==> src/rtl/volt_ctrl_pkg.sv <==
// Shared constants, state encoding and frame-word builder for the DAC SPI sequencer.
package volt_ctrl_pkg;

  localparam logic [2:0] DAC_CMD_WRITE  = 3'b110;
  localparam int         DAC_FRAME_BITS = 24;
  localparam int         DAC_CH_W       = 5;
  localparam int         DAC_CODE_W     = 16;

  typedef enum logic [2:0] {
    IDLE,
    SETUP,
    SHIFT,
    HOLD,
    GAP,
    LDAC
  } dac_state_e;

  function automatic logic [DAC_FRAME_BITS-1:0] dac_frame_word(
    input logic [DAC_CH_W-1:0]   ch,
    input logic [DAC_CODE_W-1:0] code
  );
    return {DAC_CMD_WRITE, ch, code};
  endfunction

endpackage

==> src/rtl/dac_halfper_tick.sv <==
// Loadable down-counter marking the last cycle of an SCLK half-period or frame phase.
module dac_halfper_tick #(
  parameter int W = 2
) (
  input  logic         clk_clk,
  input  logic         reset_reset_n,
  input  logic         load,
  input  logic [W-1:0] load_val,
  output logic         tick,
  output logic         pre_tick
);

  logic [W-1:0] cnt;

  always_ff @(posedge clk_clk or negedge reset_reset_n) begin
    if (!reset_reset_n) begin
      cnt <= '0;
    end else if (load) begin
      cnt <= load_val;
    end else if (cnt != '0) begin
      cnt <= cnt - W'(1);
    end
  end

  // tick: current cycle ends the phase; pre_tick: next cycle does
  assign tick     = (cnt == '0);
  assign pre_tick = (cnt == W'(1));

endmodule

==> src/rtl/dac_frame_sequencer.sv <==
// Serialises (channel, code) writes into 24-bit SPI frames and issues an optional LDAC_n strobe.
module dac_frame_sequencer
  import volt_ctrl_pkg::*;
#(
  parameter int CLK_DIV    = 4,
  parameter int LDAC_PULSE = 4
) (
  input  logic                  clk_clk,
  input  logic                  reset_reset_n,
  input  logic                  wr_valid,
  output logic                  wr_ready,
  input  logic [DAC_CH_W-1:0]   wr_ch,
  input  logic [DAC_CODE_W-1:0] wr_code,
  input  logic                  wr_last,
  output logic                  dac_sclk,
  output logic                  dac_sync_n,
  output logic                  dac_sdi,
  output logic                  dac_ldac_n,
  output logic                  frame_done
);

  localparam int DIV_W = $clog2(CLK_DIV);
  localparam int LP_W  = $clog2(LDAC_PULSE + 1);
  localparam logic [DIV_W-1:0] DIV_LOAD  = DIV_W'(CLK_DIV - 1);
  localparam logic [LP_W-1:0]  LDAC_LOAD = LP_W'(LDAC_PULSE - 1);
  localparam logic [4:0]       BIT_TOP   = 5'(DAC_FRAME_BITS - 1);

  dac_state_e                state, state_nxt;
  logic                      phase_hi, phase_nxt;
  logic [4:0]                bit_cnt, bit_nxt;
  logic                      last_q, last_nxt;
  logic [LP_W-1:0]           ldac_cnt, ldac_cnt_nxt;
  logic [DAC_FRAME_BITS-1:0] shreg, shreg_nxt;
  logic                      ready_nxt, sclk_nxt, sync_nxt, sdi_nxt, ldac_nxt, done_nxt;
  logic                      div_load, tick, pre_tick;

  dac_halfper_tick #(.W(DIV_W)) u_tick (
    .clk_clk       (clk_clk),
    .reset_reset_n (reset_reset_n),
    .load          (div_load),
    .load_val      (DIV_LOAD),
    .tick          (tick),
    .pre_tick      (pre_tick)
  );

  always_ff @(posedge clk_clk or negedge reset_reset_n) begin
    if (!reset_reset_n) begin
      state      <= IDLE;
      phase_hi   <= 1'b0;
      bit_cnt    <= '0;
      last_q     <= 1'b0;
      ldac_cnt   <= '0;
      wr_ready   <= 1'b0;
      dac_sclk   <= 1'b1;
      dac_sync_n <= 1'b1;
      dac_sdi    <= 1'b0;
      dac_ldac_n <= 1'b1;
      frame_done <= 1'b0;
    end else begin
      state      <= state_nxt;
      phase_hi   <= phase_nxt;
      bit_cnt    <= bit_nxt;
      last_q     <= last_nxt;
      ldac_cnt   <= ldac_cnt_nxt;
      wr_ready   <= ready_nxt;
      dac_sclk   <= sclk_nxt;
      dac_sync_n <= sync_nxt;
      dac_sdi    <= sdi_nxt;
      dac_ldac_n <= ldac_nxt;
      frame_done <= done_nxt;
    end
  end

  // Frame data carries no reset; it is always loaded before being shifted out
  always_ff @(posedge clk_clk) begin
    shreg <= shreg_nxt;
  end

  always_comb begin
    state_nxt    = state;
    phase_nxt    = phase_hi;
    bit_nxt      = bit_cnt;
    last_nxt     = last_q;
    ldac_cnt_nxt = ldac_cnt;
    shreg_nxt    = shreg;
    div_load     = 1'b0;
    ready_nxt    = 1'b0;
    sclk_nxt     = dac_sclk;
    sync_nxt     = dac_sync_n;
    sdi_nxt      = dac_sdi;
    ldac_nxt     = 1'b1;
    done_nxt     = 1'b0;
    case (state)
      IDLE: begin
        ready_nxt = 1'b1;
        sclk_nxt  = 1'b1;
        sync_nxt  = 1'b1;
        sdi_nxt   = 1'b0;
        if (wr_valid && wr_ready) begin
          state_nxt = SETUP;
          div_load  = 1'b1;
          ready_nxt = 1'b0;
          sync_nxt  = 1'b0;
          shreg_nxt = dac_frame_word(wr_ch, wr_code);
          sdi_nxt   = shreg_nxt[DAC_FRAME_BITS-1];
          last_nxt  = wr_last;
          bit_nxt   = BIT_TOP;
          phase_nxt = 1'b0;
        end
      end
      SETUP: begin
        if (tick) begin
          state_nxt = SHIFT;
          div_load  = 1'b1;
          sclk_nxt  = 1'b0;
          phase_nxt = 1'b0;
        end
      end
      SHIFT: begin
        // sdi moves on the rising sclk so it is stable across the DAC's falling-edge sample
        if (tick) begin
          div_load = 1'b1;
          if (!phase_hi) begin
            sclk_nxt  = 1'b1;
            phase_nxt = 1'b1;
            if (bit_cnt != '0) begin
              shreg_nxt = shreg << 1;
              sdi_nxt   = shreg_nxt[DAC_FRAME_BITS-1];
            end
          end else if (bit_cnt == '0) begin
            state_nxt = HOLD;
          end else begin
            sclk_nxt  = 1'b0;
            phase_nxt = 1'b0;
            bit_nxt   = bit_cnt - 5'd1;
          end
        end
      end
      HOLD: begin
        if (tick) begin
          state_nxt = GAP;
          div_load  = 1'b1;
          sync_nxt  = 1'b1;
          sdi_nxt   = 1'b0;
        end
      end
      GAP: begin
        done_nxt = pre_tick;
        if (tick) begin
          if (last_q) begin
            state_nxt    = LDAC;
            ldac_nxt     = 1'b0;
            ldac_cnt_nxt = LDAC_LOAD;
          end else begin
            state_nxt = IDLE;
            ready_nxt = 1'b1;
          end
        end
      end
      LDAC: begin
        ldac_nxt = 1'b0;
        if (ldac_cnt == '0) begin
          state_nxt = IDLE;
          ldac_nxt  = 1'b1;
          ready_nxt = 1'b1;
        end else begin
          ldac_cnt_nxt = ldac_cnt - LP_W'(1);
        end
      end
      default: state_nxt = IDLE;
    endcase
  end

endmodule
==> config.mk <==
export PLATFORM = sky130hd
export DESIGN_NAME = dac_frame_sequencer
export DESIGN_NICKNAME = d
export VERILOG_FILES = /design/src/rtl/volt_ctrl_pkg.sv /design/src/rtl/dac_halfper_tick.sv /design/src/rtl/dac_frame_sequencer.sv
export SDC_FILE = /design/constraint.sdc
export NUM_CORES = 1
export LEC_CHECK = 0
export CORE_MARGIN = 2
export CORE_UTILIZATION = 49
export CTS_CLUSTER_SIZE = 25
export DETAILED_ROUTE_END_ITERATION = 12
export HOLD_SLACK_MARGIN = 0.05
export PLACE_DENSITY_LB_ADDON = 0.12
export SYNTH_ARGS = -nofsm -noshare
export SYNTH_HDL_FRONTEND = slang
export SYNTH_SLANG_ARGS = --single-unit
==> constraint.sdc <==
create_clock -name clk_clk -period 2.4 [get_ports clk_clk]
set_clock_uncertainty 0.2 [all_clocks]
set_input_delay 0.24 -clock clk_clk [delete_from_list [all_inputs] [get_ports clk_clk]]
set_output_delay 0.24 -clock clk_clk [all_outputs]
set_load 0.1 [all_outputs]
==> flow_summary.json <==
{
  "hold-worst-slack_ns": 0.0814,
  "grt_pass1_wl_um": 7420,
  "critPathLaunch": "bit_cnt[0]$_DFFE_PN0P_",
  "grt_pass1_vias": 1587,
  "synth_edf_count": 23,
  "timing.fmax_mhz": 480,
  "syn_inst": 230,
  "postCtsSetupBuffers": 0,
  "worst-path-max-fanout": 5,
  "ys_warn_count": 0,
  "cts.repair.resized": 0,
  "critPathArrivalTime_ns": 2.04,
  "numCtsBuffers": 5,
  "synthToLayoutAreaGrowth_pct": 19.7,
  "synth.net_count": 260,
  "relSlewSlack_pct": 78.7,
  "grt-ovfl-total": 0,
  "yosysUniqueCellTypes": 50,
  "leakage_uw": 0.00114,
  "synth-seq-cells": 44,
  "hold_buffers": 0,
  "period_share_pct": 86.7,
  "min_period_ns": 2.08,
  "synth.avg_cell_area_um2": 9.85,
  "antenna_found_initial": 0,
  "yosysTopAreaCell": "edfxtp_1",
  "root_buffer": "clkbuf_8",
  "post-route-drc-count": 0,
  "grt_setup_unrepaired": "no",
  "irDropWorstVdd_mv": 0.333,
  "drive_gt1_share_pct": 13.6,
  "synth_top_area_share_pct": 30.5,
  "rows": 24,
  "vias_per_cell": 5.37,
  "io-pin-count": 31,
  "crit_buf_inv": 1,
  "critical-path-max-stage-delay_ns": 0.51,
  "drv_slew": 0,
  "cp_cell_sequence": "inv_1, ha_1, or4b_4, a311o_2, o21ai_1, a41oi_1",
  "yosys-top-cells-count": "nand2_1 (69), edfxtp_1 (23), dfrtp_1 (18)",
  "initial_core_util_pct": 51.3,
  "routabilityCongestion": 0.786,
  "dp_cells": 308,
  "grt.total_usage_pct": 18.5,
  "drt_pre_antenna_iters": 4,
  "cts_buffer_depth": 2,
  "cts_tree": "built",
  "start_kind": "flop",
  "hold_viol": 0,
  "ant_nets": 0,
  "place_area_um2": 2630,
  "grt_max_degree": 30,
  "synth_flop_cell": "edfxtp_1",
  "timing.critical_path.to_type": "flop",
  "cpLargestDelayFamily": "compound AO/OA/AOI/OAI gates",
  "yosysSeqAreaShare_pct": 53.9,
  "hold_class": "input pin to asynchronous set/reset pin",
  "clock-sinks": 44,
  "reg2reg_depth": 6,
  "stdcell_count": 316,
  "stdcell_area_um2": 2710,
  "r2r_start": "bit_cnt[0]$_DFFE_PN0P_",
  "drt_iter0_drc": 139,
  "dieWidth_um": 72.0,
  "power_per_cell_area_nw_per_um2": 477,
  "core_area_um2": 4410,
  "final.setup.tns_ns": 0,
  "die_area_um2": 5180,
  "clock_latency_ns": 0.30,
  "numPortBuffers": 30,
  "status": "finished, final reports clean",
  "r2r_slack_ns": 0.32,
  "critPathKind": "flop to flop",
  "n_fill_cell": 388,
  "hpwl_um": 2910,
  "critPathSlowestCell": "or4b_4",
  "clkTransAtPathRegs_ns": 0.09,
  "maxCapViolations": 0,
  "n_antenna_cell": 0,
  "worst_ep_required_time_ns": 2.36,
  "h-tree-depth": 2,
  "rr_endpoint": "bit_cnt[2]$_DFFE_PN0P_",
  "die_h_um": 72.0,
  "routed_wl_um": 4270,
  "synth_area_um2": 2260,
  "worst_slew_pin_slew_ns": 0.317,
  "synthArstFlopShare_pct": 47.7,
  "vias": 1697,
  "synth_area_leaders": "edfxtp_1 (30%), dfrtp_1 (20%), nand2_1 (11%), dfstp_2 (3.5%), ha_1 (2.8%)",
  "wl_per_cell_um": 13.5,
  "yosysMostFrequentCell": "nand2_1",
  "fin_nets": 293,
  "finalSetupViolCount": 0
}
## how the worst max path moves through the flow
| stage | to | slack [ns] | depth (start not counted) |
|---|---|---|---|
| final | bit_cnt[2]$_DFFE_PN0P_ | 0.32 | 6 |
| after global routing | dac_sdi$_DFFE_PN0P_ | 0.20 | 7 |
| after CTS | bit_cnt[2]$_DFFE_PN0P_ | 0.33 | 6 |
| after detailed placement | shreg[17]$_DFFE_PP_ | 0.29 | 5 |
| after global placement | shreg[12]$_DFFE_PP_ | 0.36 | 5 |
| after floorplan | shreg[0]$_SDFFCE_PN0P_ | 0.06 | 5 |
## metrics by stage
step	setup slack [ns]	power, µW	utilization [%]
5_1_grt	0.205	1340	61.4
6_report	0.318	1290	61.4
3_5_place_dp	0.287	853	59.5
3_3_place_gp	0.356	852	59.5
2_1_floorplan	0.0626	805	-
4_1_cts	0.333	1310	61.4
## registers in the layout, indices dropped and copies added (netlist names)
name and flops:
u_tick.cnt 2, frame_done 1, dac_ldac_n 1, shreg 23
dac_sclk 1, last_q 1, phase_hi 1, wr_ready 1
bit_cnt 5, state 3, ldac_cnt 3, dac_sync_n 1
dac_sdi 1
## kinds of logic (layout without fill, tap and decap cells)
| group | count (synthesis) | after routing | share of synthesized area (%) |
|---|---|---|---|
| AO/OA/AOI/OAI | 40 | 40 | 12.3 |
| XOR/XNOR | 1 | 1 | 0.387 |
| adder cells (fa/ha/maj) | 5 | 5 | 2.76 |
| buffers and inverters | 21 | 55 | 4.59 |
| flip-flops | 44 | 44 | 53.9 |
| multiplexers | 3 | 3 | 1.44 |
| AND/OR/NAND/NOR | 116 | 116 | 24.6 |
## power breakdown
part           internal [µW]  switching [µW]  leakage [µW]
clock network            202             255     0.0000388
logic                   35.1            12.5      0.000634
registers                788               0      0.000468
total                   1030             268       0.00114
## cell usage in the layout, fill, tap and decap left out, drive strengths merged, types with 6 or more instances in the layout
master and instances:
nand3 6, o21ai 11, inv 8, nor2 11, clkbuf 6, nand2b 7, nand2 69, edfxtp 23
buf 15, dfrtp 18, clkdlybuf4s50 24
## per-layer routing
layer	wire length, µm	share of wire [%]	up-vias	GRT usage (%)
met2	2030	47	40	28.2
met1	2030	47	787	26.5
li1	-	-	868	-
met5	0	0	-	0
met4	16	0.37	0	5.03
met3	198	4.6	2	4.72
## cell type report
| cell class | count | area, µm² | share of cell area [%] |
|---|---|---|---|
| clock buffers | 6 | 72.6 | 2.68 |
| clock inverters | 2 | 11.3 | 0.415 |
| inverters | 8 | 30.0 | 1.11 |
| multi-input cells | 165 | 946 | 34.9 |
| flip-flops and latches | 44 | 1220 | 45.0 |
| well taps | 52 | 65.1 | 2.40 |
| repair buffers | 39 | 365 | 13.5 |
(Power assumes the default switching activity.)
